--- config.mk ---
export PLATFORM = sky130hd
export DESIGN_NAME = load_store_unit_flat
export DESIGN_NICKNAME = d
export VERILOG_FILES = /design/src/rtl/load_store_unit_if.sv /design/src/rtl/load_store_unit.sv /design/src/flat_wrapper.sv
export SDC_FILE = /design/constraint.sdc
export NUM_CORES = 1
export LEC_CHECK = 0
export ABC_AREA = 1
export BUFFER_PORTS_ARGS = -buffer_cell sky130_fd_sc_hd__buf_2
export CORE_MARGIN = 3
export CORE_UTILIZATION = 35
export CTS_BUF_LIST = sky130_fd_sc_hd__clkbuf_2
export DETAILED_ROUTE_END_ITERATION = 7
export GPL_TIMING_DRIVEN = 0
export PLACE_DENSITY = 0.66
export REMOVE_ABC_BUFFERS = 1
export SLEW_MARGIN = 20
export SYNTH_ARGS = -nofsm -noshare
export SYNTH_HDL_FRONTEND = slang
export SYNTH_SLANG_ARGS = --single-unit
--- constraint.sdc ---
create_clock -name clk -period 12.8 [get_ports clk]
set_input_delay 1.28 -clock clk [delete_from_list [all_inputs] [get_ports clk]]
set_output_delay 1.28 -clock clk [all_outputs]
set_load 0.03 [all_outputs]
--- src/rtl/load_store_unit_if.sv ---
// Request/response bundle between the control FSM (master) and the load/store unit (slave).
// Latency: none (wires only).
// Backpressure: req_ready gates acceptance; responses are never stalled.
interface load_store_unit_if;
  logic        req_valid;
  logic        req_ready;
  logic        req_write;
  logic [1:0]  req_size;
  logic        req_unsigned;
  logic [63:0] req_addr;
  logic [63:0] req_wdata;
  logic        resp_valid;
  logic [63:0] resp_rdata;
  logic        resp_err;

  modport master (
    output req_valid, req_write, req_size, req_unsigned, req_addr, req_wdata,
    input  req_ready, resp_valid, resp_rdata, resp_err
  );

  modport slave (
    input  req_valid, req_write, req_size, req_unsigned, req_addr, req_wdata,
    output req_ready, resp_valid, resp_rdata, resp_err
  );
endinterface

--- src/rtl/load_store_unit.sv ---
// Load/store unit: byte/half/word/double access to a 64-bit memory, RMW for sub-double stores.
// Latency: load 3 cycles, sub-double store 4, double store 2, misaligned (LSU_MISALIGN_CHECK_EN) 1.
// Backpressure: one access in flight, req_ready only in IDLE; resp_valid is a one-cycle pulse.
module load_store_unit (
  input  logic                    clk,
  input  logic                    rst_n,
  load_store_unit_if.slave        bus,
  output logic [63:0]             mem_addr,
  output logic                    mem_we,
  output logic [63:0]             mem_wdata,
  input  logic [63:0]             mem_rdata
);

  typedef enum logic [2:0] {IDLE, READ, CAPTURE, WRITE, RESP} state_t;

  state_t      state;
  logic [63:0] mdr;
  logic        write_q;
  logic [1:0]  size_q;
  logic        zext_q;
  logic [2:0]  off_q;
  logic [63:0] wdata_q;
  logic        load_done_q;

  logic [2:0]  req_off;
  logic        misaligned;

  // Low address bits that must be zero for an access of the given size.
  function automatic logic [2:0] size_mask(input logic [1:0] size);
    logic [2:0] m;
    case (size)
      2'd0:    m = 3'b000;
      2'd1:    m = 3'b001;
      2'd2:    m = 3'b011;
      default: m = 3'b111;
    endcase
    return m;
  endfunction

  // Byte lanes touched by an access of the given size at the given offset.
  function automatic logic [7:0] lane_mask(input logic [1:0] size, input logic [2:0] off);
    logic [7:0] base;
    case (size)
      2'd0:    base = 8'h01;
      2'd1:    base = 8'h03;
      2'd2:    base = 8'h0F;
      default: base = 8'hFF;
    endcase
    return base << off;
  endfunction

  // Replace only the addressed lanes of the old doubleword with the store data.
  function automatic logic [63:0] merge(input logic [63:0] old, input logic [63:0] wdata,
                                        input logic [1:0] size, input logic [2:0] off);
    logic [7:0]  lanes;
    logic [63:0] shifted;
    logic [63:0] result;
    lanes   = lane_mask(size, off);
    shifted = wdata << {off, 3'b000};
    for (int i = 0; i < 8; i++) begin
      result[8*i +: 8] = lanes[i] ? shifted[8*i +: 8] : old[8*i +: 8];
    end
    return result;
  endfunction

  // Shift the addressed lanes down to bit 0 and extend to 64 bits.
  function automatic logic [63:0] extract(input logic [63:0] dw, input logic [1:0] size,
                                          input logic zext, input logic [2:0] off);
    logic [63:0] shifted;
    logic [63:0] result;
    shifted = dw >> {off, 3'b000};
    case (size)
      2'd0:    result = zext ? {56'b0, shifted[7:0]}  : {{56{shifted[7]}},  shifted[7:0]};
      2'd1:    result = zext ? {48'b0, shifted[15:0]} : {{48{shifted[15]}}, shifted[15:0]};
      2'd2:    result = zext ? {32'b0, shifted[31:0]} : {{32{shifted[31]}}, shifted[31:0]};
      default: result = shifted;
    endcase
    return result;
  endfunction

`ifdef LSU_MISALIGN_CHECK_EN
  assign misaligned = |(bus.req_addr[2:0] & size_mask(bus.req_size));
`else
  // Without the check, stray low bits are dropped so the access is aligned down.
  assign misaligned = 1'b0;
  assign bus.resp_err = 1'b0;
`endif
  assign req_off = bus.req_addr[2:0] & ~size_mask(bus.req_size);

  // Load data is presented only during the RESP cycle of a completed load, zero otherwise.
  assign bus.resp_rdata = load_done_q ? extract(mdr, size_q, zext_q, off_q) : 64'b0;

  // Access sequencer: latches the request, drives memory and produces the response pulse.
  always_ff @(posedge clk or posedge rst_n) begin
    if (rst_n) begin
      state          <= IDLE;
      bus.req_ready  <= 1'b1;
      bus.resp_valid <= 1'b0;
`ifdef LSU_MISALIGN_CHECK_EN
      bus.resp_err   <= 1'b0;
`endif
      mem_addr       <= 64'b0;
      mem_we         <= 1'b0;
      mem_wdata      <= 64'b0;
      mdr            <= 64'b0;
      write_q        <= 1'b0;
      size_q         <= 2'd0;
      zext_q         <= 1'b0;
      off_q          <= 3'd0;
      wdata_q        <= 64'b0;
      load_done_q    <= 1'b0;
    end else begin
      case (state)
        IDLE: begin
          if (bus.req_valid) begin
            write_q       <= bus.req_write;
            size_q        <= bus.req_size;
            zext_q        <= bus.req_unsigned;
            off_q         <= req_off;
            wdata_q       <= bus.req_wdata;
            bus.req_ready <= 1'b0;
            if (misaligned) begin
              state          <= RESP;
              bus.resp_valid <= 1'b1;
`ifdef LSU_MISALIGN_CHECK_EN
              bus.resp_err   <= 1'b1;
`endif
            end else begin
              mem_addr <= {bus.req_addr[63:3], 3'b000};
              if (bus.req_write && bus.req_size == 2'd3) begin
                state     <= WRITE;
                mem_we    <= 1'b1;
                mem_wdata <= bus.req_wdata;
              end else begin
                state <= READ;
              end
            end
          end
        end
        READ: begin
          state <= CAPTURE;
        end
        CAPTURE: begin
          mdr <= mem_rdata;
          if (write_q) begin
            state     <= WRITE;
            mem_we    <= 1'b1;
            mem_wdata <= merge(mem_rdata, wdata_q, size_q, off_q);
          end else begin
            state          <= RESP;
            bus.resp_valid <= 1'b1;
            load_done_q    <= 1'b1;
          end
        end
        WRITE: begin
          state          <= RESP;
          mem_we         <= 1'b0;
          bus.resp_valid <= 1'b1;
        end
        RESP: begin
          state          <= IDLE;
          bus.resp_valid <= 1'b0;
          bus.req_ready  <= 1'b1;
          load_done_q    <= 1'b0;
`ifdef LSU_MISALIGN_CHECK_EN
          bus.resp_err   <= 1'b0;
`endif
        end
        default: begin
          state          <= IDLE;
          mem_we         <= 1'b0;
          bus.resp_valid <= 1'b0;
          bus.req_ready  <= 1'b1;
          load_done_q    <= 1'b0;
        end
      endcase
    end
  end

endmodule

--- src/flat_wrapper.sv ---
// flat-port wrapper written by rule: the top's interface ports become plain ports
module load_store_unit_flat 
  (clk, rst_n, mem_addr, mem_we, mem_wdata, mem_rdata, bus_req_valid, bus_req_write, bus_req_size, bus_req_unsigned, bus_req_addr, bus_req_wdata, bus_req_ready, bus_resp_valid, bus_resp_rdata, bus_resp_err);
  load_store_unit_if bus_i ();
  input  logic clk;
  input  logic rst_n;
  output logic [63:0] mem_addr;
  output logic mem_we;
  output logic [63:0] mem_wdata;
  input  logic [63:0] mem_rdata;
  input wire logic [$bits(bus_i.req_valid)-1:0] bus_req_valid;
  input wire logic [$bits(bus_i.req_write)-1:0] bus_req_write;
  input wire logic [$bits(bus_i.req_size)-1:0] bus_req_size;
  input wire logic [$bits(bus_i.req_unsigned)-1:0] bus_req_unsigned;
  input wire logic [$bits(bus_i.req_addr)-1:0] bus_req_addr;
  input wire logic [$bits(bus_i.req_wdata)-1:0] bus_req_wdata;
  output wire logic [$bits(bus_i.req_ready)-1:0] bus_req_ready;
  output wire logic [$bits(bus_i.resp_valid)-1:0] bus_resp_valid;
  output wire logic [$bits(bus_i.resp_rdata)-1:0] bus_resp_rdata;
  output wire logic [$bits(bus_i.resp_err)-1:0] bus_resp_err;
  assign bus_i.req_valid = bus_req_valid;
  assign bus_i.req_write = bus_req_write;
  assign bus_i.req_size = bus_req_size;
  assign bus_i.req_unsigned = bus_req_unsigned;
  assign bus_i.req_addr = bus_req_addr;
  assign bus_i.req_wdata = bus_req_wdata;
  assign bus_req_ready = bus_i.req_ready;
  assign bus_resp_valid = bus_i.resp_valid;
  assign bus_resp_rdata = bus_i.resp_rdata;
  assign bus_resp_err = bus_i.resp_err;
  load_store_unit u_core (.clk(clk), .rst_n(rst_n), .bus(bus_i), .mem_addr(mem_addr), .mem_we(mem_we), .mem_wdata(mem_wdata), .mem_rdata(mem_rdata));
endmodule
# Word-level counts from Yosys, hierarchy flattened
# Cells that the tools add are included.
# W data, S select, Z words.
[op_classes]
bitwise_logic = 6
n_shift = 3
eq_ne = 13
order_cmp = 0
div = 0
mux = 34
n_addsub = 0
multipliers = 0
reduce_logical = 15
[ops]
columns = ["op", "n"]
rows = [
  ["$mux W64", 7],
  ["$pmux W64 S3", 1],
  ["$pmux W64 S2", 1],
  ["$mux W8", 10],
  ["$shl A64 B6 Y64", 1],
  ["$shr A64 B6 Y64", 1],
  ["$pmux W8 S3", 1],
  ["$pmux W3 S4", 1],
  ["$pmux W3 S3", 1],
  ["$reduce_and A2 Y1", 4],
  ["$reduce_and A4 Y1", 2],
  ["$shl A8 B3 Y8", 1],
  ["$eq A2 B2 Y1 const B", 3],
  ["$eq A3 B2 Y1 const B", 2],
  ["$mux W3", 2],
  ["$pmux W1 S3", 2],
  ["$reduce_or A3 Y1", 2],
  ["$mux W1", 5],
  ["$eq A2 B1 Y1 const B", 2],
  ["$logic_not A2 Y1", 2],
  ["$ne A2 B1 Y1 const B", 2],
  ["$ne A2 B2 Y1 const B", 2],
  ["$not A1 Y1", 4],
  ["$pmux W1 S2", 2],
  ["other kinds (9)", 10],
]
[totals]
inputBits = 199
register_bits = 267
romBits = 0
latchBits = 0
memories = 0
elab_cells = 84
mem_bits_rw = 0
out_inout_bits = 196

# Longest topological paths before layout
# Gate-level depths: netlist of the first run.
[logic_depth]
word_depth = 8
depth_mapped = 13
ltp_nobuf = 11

# Worst setup path before layout of the first run
# OpenSTA, ideal clock, no wires.
[synth_path]
kind = "reg-to-output"
from = "reg u_core.off_q[0]"
to = "out bus_resp_rdata[3]"
required_ns = 11.520
arrival_time_ns = 1.803
n_path_buf = 5
path_slack_ns = 9.717
stages_incl_launch_ff = 11
cell_sequence = "dfrtp_1 -> buf_6 -> buf_8 -> buf_8 -> buf_8 -> buf_4 -> nand2_1 -> o211ai_1 -> o21ai_0 -> o21ai_0 -> a21oi_1"
[synth_via]
elab_chain_cells = 4
elab_cells_between_ends = 6
cone_classes = "shift: 1; mux: 5"
[synth_lines]
columns = ["item", "line", "text"]
rows = [
  ["start: declaration", "load_store_unit.sv:21", "logic [2:0] off_q;"],
  ["start signal: assignment", "load_store_unit.sv:119", "off_q <= req_off;"],
  ["$shr A64 B6 Y64 *", "load_store_unit.sv:71", "shifted = dw >> {off, 3'b000};"],
  ["$mux W64, on equally long branches", "load_store_unit.sv:75, load_store_unit.sv:74, load_store_unit.sv:73", ""],
  ["$pmux W64 S3 *", "load_store_unit.sv:72", "case (size)"],
  ["$mux W64 *", "load_store_unit.sv:91", "assign bus.resp_rdata = load_done_q ? extract(mdr, size_q, zext_q, off_q) : 64'b0;"],
  ["end: declaration", "flat_wrapper.sv:19", "output wire logic [$bits(bus_i.resp_rdata)-1:0] bus_resp_rdata;"],
]
# Mark *: on every way between the ends. The rest lies on a longest branch, timed or not.

# Worst setup path in the final report of the first run
[layout_path]
from = "reg u_core.off_q[0]"
to = "out bus_resp_rdata[41]"
# Same word-level chain as after synthesis.

==> tab_implementation.tex, run 1 <==
\begin{tabular}{lr}
\hline
Metric & Value \\
\hline
\multicolumn{2}{l}{\textbf{Status}} \\
\quad Outcome & finished clean \\
\multicolumn{2}{l}{\textbf{CTS}} \\
\quad Largest buffer count on any clock path & 3 \\
\quad Post-CTS Resized & 0 \\
\quad Buffers inserted during post-CTS setup optimization & 0 \\
\quad TritonCTS clock tree & yes \\
\quad Post-cts hold buffer count & 0 \\
\quad Clock latency on the worst-skew pair & 1.02 ns \\
\quad Clock-pin transition on the worst setup and hold timing paths & 0.11 ns \\
\quad Number of buffers inserted during clock tree synthesis & 77 \\
\quad Number of sinks driven by the clock tree & 267 \\
\quad CTS root buffer & clkbuf\_2 \\
\quad H-Tree Level Count & 3 \\
\multicolumn{2}{l}{\textbf{Global routing}} \\
\quad Top Usage Layer GRT & met2 \\
\quad Largest net degree at the start of global routing & 103 \\
\quad Met3 track demand over resource in global routing & 0.0758 \\
\quad Met1 track demand over resource & 0.338 \\
\quad First-pass GRT wire length & 94,000 microns \\
\quad Met2 routing resource usage after global routing & 0.410 \\
\quad Number of global-route vias before repair & 16,400 \\
\quad Remaining global-route overflow & 0 \\
\quad Antenna violations before repair & 9 \\
\quad GRT Resource Usage Total & 0.261 \\
\multicolumn{2}{l}{\textbf{Yosys}} \\
\quad Synth top cells by count & nand2\_1 (801), dfrtp\_1 (266), o21ai\_0 (240) \\
\quad Top post-synthesis cells by area & dfrtp\_1 (44\%), nand2\_1 (20\%), o21ai\_0 (7.9\%) \\
\quad Async set-reset flop share out of synthesis & 1.00 \\
\quad Synthesized area per cell & 6.99 sq um \\
\quad Cells after synthesis & 2,188 \\
\quad Mapped cell area & 0.0153 sq mm \\
\quad Proportion of synthesized chip area in sequential cells & 0.437 \\
\quad Library cell with the largest summed area after synthesis & dfrtp\_1 \\
\quad Synthesis-stage register bit count & 267 \\
\quad Most instantiated library cell after synthesis & nand2\_1 \\
\quad Top cell type's share of synthesized area & 0.435 \\
\quad Number of warnings printed during yosys synthesis & 0 \\
\quad Number of unique standard cell types used by synthesis & 43 \\
\quad Number of flops mapped to enable cells by yosys & 0 \\
\quad Commonest register cell after synthesis & dfrtp\_1 \\
\multicolumn{2}{l}{\textbf{Critical path}} \\
\quad Critical Path Fanout Max & 77 \\
\quad Class of the most critical setup path & register to primary output \\
\quad Signal arrival time at the worst endpoint & 4.56 ns \\
\quad Critical path capture point type & primary output \\
\quad Kind of launch point of the worst setup path & register \\
\quad Required arrival time at the worst endpoint & 11.52 ns \\
\multicolumn{2}{l}{\textbf{Power and ir drop}} \\
\quad Static Leak & 9.76 nW \\
\quad Power consumption & 5.77 mW \\
\quad Maximum vdd drop & 0.151 mV \\
\quad Total power per unit cell area & 313 mW/mm\^{}2 \\
\multicolumn{2}{l}{\textbf{Die}} \\
\quad IO Pins & 395 \\
\quad Overall die area & 0.0462 sq mm \\
\quad Core area & 0.0425 sq mm \\
\quad Standard-cell rows & 75 \\
\quad X dimension of the die & 215 microns \\
\quad Effective utilization at floorplan & 0.360 \\
\quad Die outline height & 215 microns \\
\multicolumn{2}{l}{\textbf{Run}} \\
\quad Max cap viols & 0 \\
\multicolumn{2}{l}{\textbf{Detailed routing}} \\
\quad Vias per inst & 5.21 \\
\quad Final routed wire length divided by cell count & 19.3 microns \\
\quad DRC viols & 0 \\
\quad Post-Route WL & 61,000 microns \\
\quad Antenna viol nets, final & 0 \\
\quad Vias & 16,500 \\
\quad TritonRoute pass-1 iters & 6 \\
\quad Initial detailed-routing violation count & 1,528 \\
\multicolumn{2}{l}{\textbf{STA}} \\
\quad Final Skew & 0.0534 ns \\
\quad Final number of max-transition violations & 0 \\
\quad Headroom to the max-slew limit & 0.237 \\
\quad Final Cycle Share & 0.456 \\
\quad Final Hold Viols & 0 \\
\quad Worst Max-Slew Pin Slew & 1.14 ns \\
\quad Maximum frequency from static timing analysis & 171 MHz \\
\quad Unrepaired setup endpoints after global routing & no \\
\quad Shortest period the worst path allows & 5.84 ns \\
\quad Final setup violation count & 0 \\
\multicolumn{2}{l}{\textbf{Final layout}} \\
\quad Final design area excluding fillers & 0.0185 sq mm \\
\quad Number of fill cells & 4,478 \\
\quad Share of post-route cells with drive strength above 1 & 0.227 \\
\quad Area growth from synthesis to layout & 20.7\% \\
\quad Number of nets in the layout & 2,737 \\
\multicolumn{2}{l}{\textbf{Placement}} \\
\quad Placed cell areas & 0.0178 sq mm \\
\quad Port-buffer cells & 390 \\
\quad Global placer's final weighted congestion & 0.844 \\
\quad Half-perimeter wire length after placement & 42,200 microns \\
\multicolumn{2}{l}{\textbf{Min path}} \\
\quad Hold crit path type & primary input to async pin \\
\hline
\end{tabular}
-- layout make-up --
type / count / area (sq um) / share of cell area
Timing Repair Buffer: 419 / 2530 / 0.137
Clock buffer: 115 / 576 / 0.0312
Multi-Input combinational cell: 1593 / 7120 / 0.386
Tap cell: 577 / 722 / 0.0391
Antenna cell: 4 / 10.0 / 0.000542
Inverter: 180 / 703 / 0.0381
Clock inverter: 12 / 98.8 / 0.00536
Sequential cell: 267 / 6700 / 0.363
-- metrics by stage --
stage	std cells	hold WS, ns	worst slack, ns	TNS (ns)	utilization
floorplan	2040	0.452	3.38	0	-
global placement	3007	0.450	-3.11	-258.19	0.403
detailed placement	3036	0.455	8.07	0	0.418
CTS	3163	0.0435	6.86	0	0.434
global route	3164	0.0976	6.68	0	0.434
finish	3167	0.200	6.96	0	0.434
-- critical path: stages, from the launching register on --
cell and delay [ns]:
dfrtp_4 0.71, buf_16 0.31, inv_4 0.29, nand2_1 0.18
nand3_1 0.10, nand3_1 0.12, nand2_1 0.10, nand2_4 0.20
nand2_4 0.12, o21bai_4 0.79, nor2_1 0.26, buf_2 0.26
-- state kept, by name, summed over array words and instances (netlist names) --
register / count
u_core.state: 3
u_core.load_done_q: 1
u_core.mem_we: 1
u_core.bus.resp_valid: 1
u_core.write_q: 1
u_core.size_q: 2
u_core.mem_addr: 61
u_core.mem_wdata: 64
u_core.mdr: 64
u_core.wdata_q: 64
u_core.zext_q: 1
u_core.bus.req_ready: 1
u_core.off_q: 3
-- metal layers --
metal	wire (microns)	part of all wire
met2	27300	0.45
met3	5770	0.095
met5	42	0.00069
met4	2300	0.038
met1	25600	0.42
-- logic make-up after synthesis --
kind of cell | after synthesis | synth area share
multiplexers | 4 | 0.00262
flip-flops | 267 | 0.437
buffers and inverters | 331 | 0.0994
other | 1 | 0.000245
AO/OA/AOI/OAI | 496 | 0.177
AND/OR/NAND/NOR | 1089 | 0.284
-- report_power, final --
part	internal [mW]	leakage [nW]	switching [mW]
Sequential	1.26	3.23	0.305
Combinational	0.991	6.00	2.56
Clock	0.274	0.527	0.387
-- path summary, 6_finish.rpt --
check                                        to  cells after the start                start  slack [ns]
max                          bus_resp_rdata[41]                     11      u_core.off_q[0]        6.96
min reg2reg                 u_core.mem_addr[26]                      2  u_core.mem_addr[26]        0.47
min in group clk             u_core.mem_addr[5]                      3      bus_req_addr[5]        0.47
max reg2reg                u_core.mem_wdata[17]                     11      u_core.off_q[1]        8.53
max in group asynchronous  u_core.bus.req_ready                      4                rst_n       11.49
min                        u_core.mem_wdata[52]                      2                rst_n        0.20
-- cell usage in the layout (no fill, tap or decap), types with 4 or more instances in the layout --
cell type / synthesis / routed
inv_4: 1 / 4
inv_2: 10 / 6
buf_8: 3 / 7
o21ai_0: 240 / 240
and2_1: 4 / 4
mux2i_1: 4 / 4
buf_12: 0 / 9
nand2_4: 3 / 4
o211ai_1: 49 / 49
clkinv_1: 0 / 8
inv_1: 169 / 168
clkbuf_2: 0 / 115
buf_16: 0 / 9
a21oi_1: 136 / 136
diode_2: 0 / 4
a31oi_1: 8 / 8
nand2_2: 5 / 6
nor2_1: 163 / 161
conb_1: 1 / 4
nand3b_1: 8 / 8
buf_6: 14 / 4
o21ai_2: 7 / 7
o31ai_1: 5 / 5
o21ai_1: 41 / 41
nand3_1: 92 / 92
nand2_1: 801 / 799
dfrtp_1: 266 / 262
buf_2: 54 / 390
Power figures use the tool's default switching activity.
==> run 2, diff against run 1 <==
--- a/config.mk
+++ b/config.mk
@@ -12,7 +12,7 @@
 export CTS_BUF_LIST = sky130_fd_sc_hd__clkbuf_2
 export DETAILED_ROUTE_END_ITERATION = 7
 export GPL_TIMING_DRIVEN = 0
-export PLACE_DENSITY = 0.66
+export PLACE_DENSITY = 0.68
 export REMOVE_ABC_BUFFERS = 1
 export SLEW_MARGIN = 20
 export SYNTH_ARGS = -nofsm -noshare
==> constraint.sdc (replaced) <==
create_clock -name clk -period 4.81 [get_ports clk]
set_input_delay 0.481 -clock clk [delete_from_list [all_inputs] [get_ports clk]]
set_output_delay 0.481 -clock clk [all_outputs]
set_load 0.03 [all_outputs]
==> run 2 against run 1 <==
Cell count up 6.9%. Utilization up 5.3 points. Critical path depth down 5. Non-clock buffer count up 218. Critical path type unchanged. Highest routed layer unchanged.
==> tab_implementation.tex, run 2 (synthesis gave the netlist of run 1 again) <==
\begin{tabular}{lr}
\hline
Metric & Value \\
\hline
\multicolumn{2}{l}{\textbf{Status}} \\
\quad Outcome & finished clean (unchanged) \\
\multicolumn{2}{l}{\textbf{Global routing}} \\
\quad Number of global-route vias before repair & 17,500 (was 16,400) \\
\quad Largest net degree at the start of global routing & 97 (was 103) \\
\quad Remaining global-route overflow & 0 (unchanged) \\
\quad First-pass GRT wire length & 99,800 microns (was 94,000 microns) \\
\quad Antenna violations before repair & 7 (was 9) \\
\quad GRT Resource Usage Total & 0.276 (was 0.261) \\
\multicolumn{2}{l}{\textbf{Critical path}} \\
\quad Critical path capture point type & primary output (unchanged) \\
\quad Required arrival time at the worst endpoint & 4.33 ns (was 11.52 ns) \\
\quad CP cell instances & nand2\_1, clkinvlp\_4, o21ai\_0, inv\_1, nor2\_1, buf\_2 (was buf\_16, inv\_4, nand2\_1, nand3\_1, nand3\_1, nand2\_1, nand2\_4, nand2\_4, o21bai\_4, nor2\_1, buf\_2) \\
\quad Kind of launch point of the worst setup path & register (unchanged) \\
\quad Signal arrival time at the worst endpoint & 4.05 ns (was 4.56 ns) \\
\quad Launch point of the critical path & u\_core.size\_q[1] (was u\_core.off\_q[0]) \\
\quad Worst path buffer plus inverter count & 3 (unchanged) \\
\quad Critical Path Fanout Max & 24 (was 77) \\
\quad Class of the most critical setup path & register to primary output (unchanged) \\
\quad Worst R2R Start & u\_core.off\_q[1] (unchanged) \\
\quad Largest delay contributor family on the critical path & buffers and inverters (was simple AND/OR/NAND/NOR gates) \\
\quad Largest stage delay, worst path & 1.01 ns (was 0.79 ns) \\
\quad Standard cell with the maximum stage delay on the critical path & dfrtp\_1 (was o21bai\_4) \\
\multicolumn{2}{l}{\textbf{Min path}} \\
\quad Min-Delay Startpoint & bus\_req\_addr[56] \\
\quad Hold crit path type & primary input to register (was primary input to async pin) \\
\multicolumn{2}{l}{\textbf{Power and ir drop}} \\
\quad Total power per unit cell area & 762 mW/mm\^{}2 (was 313 mW/mm\^{}2) \\
\quad Static Leak & 10.7 nW (was 9.76 nW) \\
\quad Maximum vdd drop & 0.431 mV (was 0.151 mV) \\
\multicolumn{2}{l}{\textbf{Final layout}} \\
\quad Final design area excluding fillers & 0.0207 sq mm (was 0.0185 sq mm) \\
\quad Registers with the most flip-flops & u\_core.mdr: 64 flops, u\_core.mem\_wdata: 64 flops, u\_core.wdata\_q: 64 flops (unchanged) \\
\quad Most common cell after layout, fill and taps aside & nand2\_1 (unchanged) \\
\quad Number of fill cells & 4,140 (was 4,478) \\
\quad Commonest cells after routing, fill and taps aside & nand2\_1 (798), buf\_2 (390), dfrtp\_1 (262), o21ai\_0 (240), dlygate4sd3\_1 (216) (was nand2\_1 (799), buf\_2 (390), dfrtp\_1 (262), o21ai\_0 (240), inv\_1 (168)) \\
\quad Number of nets in the layout & 2,956 (was 2,737) \\
\quad Share of post-route cells with drive strength above 1 & 0.209 (was 0.227) \\
\quad Core utilization of the finished layout & 0.488 (was 0.434) \\
\quad Area growth from synthesis to layout & 35.6\% (was 20.7\%) \\
\multicolumn{2}{l}{\textbf{Die}} \\
\quad IO Pins & 395 (unchanged) \\
\quad Die outline height & 215 microns (unchanged) \\
\quad X dimension of the die & 215 microns (unchanged) \\
\quad Standard-cell rows & 75 (unchanged) \\
\quad Overall die area & 0.0462 sq mm (unchanged) \\
\quad Effective utilization at floorplan & 0.360 (unchanged) \\
\quad Core area & 0.0425 sq mm (unchanged) \\
\multicolumn{2}{l}{\textbf{Placement}} \\
\quad Port-buffer cells & 390 (unchanged) \\
\quad Global placer's final weighted congestion & 0.843 (was 0.844) \\
\quad Half-perimeter wire length after placement & 42,100 microns (was 42,200 microns) \\
\quad Post-placement setup slack & 0.508 ns (was 8.07 ns) \\
\quad Placed cell areas & 0.0178 sq mm (about the same) \\
\multicolumn{2}{l}{\textbf{STA}} \\
\quad Final setup violation count & 0 (unchanged) \\
\quad Worst Slack Setup Final & 0.281 ns (was 6.96 ns) \\
\quad Shortest period the worst path allows & 4.53 ns \\
\quad Final number of max-transition violations & 0 (unchanged) \\
\quad Headroom to the max-slew limit & 0.313 (was 0.237) \\
\quad Final Cycle Share & 0.942 \\
\quad Final Skew & 0.0419 ns (was 0.0534 ns) \\
\quad Final worst hold slack & 0.208 ns (was 0.200 ns) \\
\quad Worst Max-Slew Pin Slew & 1.03 ns (was 1.14 ns) \\
\quad Unrepaired setup endpoints after global routing & no (unchanged) \\
\quad Maximum frequency from static timing analysis & 221 MHz \\
\quad Final Hold Viols & 0 (unchanged) \\
\multicolumn{2}{l}{\textbf{Detailed routing}} \\
\quad Vias per inst & 5.20 (was 5.21) \\
\quad Post-Route WL & 65,500 microns (was 61,000 microns) \\
\quad Initial detailed-routing violation count & 1,751 (was 1,528) \\
\quad Antenna viol nets, final & 0 (unchanged) \\
\quad TritonRoute pass-1 iters & 6 (unchanged) \\
\quad Vias & 17,600 (was 16,500) \\
\quad DRC viols & 0 (unchanged) \\
\quad Final routed wire length divided by cell count & 19.3 microns (about the same) \\
\multicolumn{2}{l}{\textbf{CTS}} \\
\quad Largest buffer count on any clock path & 3 (unchanged) \\
\quad Clock-pin transition on the worst setup and hold timing paths & 0.11 ns (about the same) \\
\quad CTS root buffer & clkbuf\_2 (unchanged) \\
\quad Number of sinks driven by the clock tree & 267 (unchanged) \\
\quad Number of buffers inserted during clock tree synthesis & 77 (unchanged) \\
\quad Clock latency on the worst-skew pair & 1.02 ns (about the same) \\
\quad TritonCTS clock tree & yes (unchanged) \\
\quad H-Tree Level Count & 3 (unchanged) \\
\multicolumn{2}{l}{\textbf{Run}} \\
\quad Max cap viols & 0 (unchanged) \\
\hline
\end{tabular}
==> run 2: changes by cell type in the layout (fill, tap and decap cells not counted), sizes merged <==
| cell | previous run | this run |
|---|---|---|
| clkinvlp | 0 | 4 |
| clkinv | 9 | 13 |
| buf | 419 | 421 |
| dlygate4sd3 | 0 | 216 |
| inv | 181 | 179 |
| o21bai | 1 | 2 |
| clkbuf | 115 | 108 |
| diode | 4 | 5 |
==> run 2: area by class of cell <==
type,instances,area [sq um],area share
Timing Repair Buffer,637,4770,0.230
Tap cell,577,722,0.0348
Clock inverter,18,131,0.00634
Multi-Input combinational cell,1594,7140,0.345
Inverter,180,714,0.0345
Clock buffer,108,541,0.0261
Sequential cell,267,6700,0.323
Antenna cell,5,12.5,0.000604
==> run 2: power by group <==
group	switching, mW	total (mW)	leakage [nW]	internal, mW
registers	0.796	4.14	3.23	3.35
logic	7.04	9.90	6.92	2.87
clock network	1.04	1.74	0.498	0.701
==> run 2: path summary, 6_finish.rpt <==
kind                                        endpoint  slack [ns]  depth (start not counted)
worst max-delay path              bus_resp_rdata[62]        0.28                          6
worst min-delay path             u_core.mem_addr[56]        0.21                          4
worst max register to register  u_core.mem_wdata[16]        0.45                         12
worst min register to register   u_core.mem_addr[12]        0.47                          2
max in group asynchronous             u_core.mdr[29]        3.13                          6
min in group asynchronous             u_core.mdr[25]        0.61                          4
==> run 2: per-layer routing <==
| layer | GRT usage | wire length, microns | share of wire | vias to the layer above |
|---|---|---|---|---|
| met5 | 0 | 7 | 0.00011 | - |
| met4 | 0.112 | 2640 | 0.040 | 2 |
| met3 | 0.0846 | 6970 | 0.11 | 163 |
| met2 | 0.434 | 29200 | 0.45 | 1015 |
| met1 | 0.355 | 26700 | 0.41 | 8271 |
| li1 | - | - | - | 8147 |
==> run 2: worst register-to-register path, stage by stage (launching register included) <==
cell     delay [ns]
dfrtp_4        0.62
buf_12         0.23
inv_6          0.21
buf_16         0.36
nor2_8         0.14
inv_1          0.71
nand2_1        0.12
nand2_1        0.78
inv_1          0.66
nand2_1        0.23
nand2_1        0.09
nand2_1        0.06
a21oi_1        0.06
==> run 2: timing repair <==
action,CTS,global route
hold endpoints to repair,465,0
resized for setup,2,4
pin swaps,1,0
setup buffers,2,2
gates cloned,1,0
setup endpoints to repair,32,30
hold buffers,216,0
==> run 2: stage by stage <==
step	TNS [ns]	std cells	total power [mW]
6_report	0	3386	15.8
5_1_grt	0	3386	16.9
4_1_cts	0	3379	15.7
3_5_place_dp	0	3034	13.6
3_3_place_gp	-3756.26	3007	13.4
2_1_floorplan	-1443.72	2040	10.1
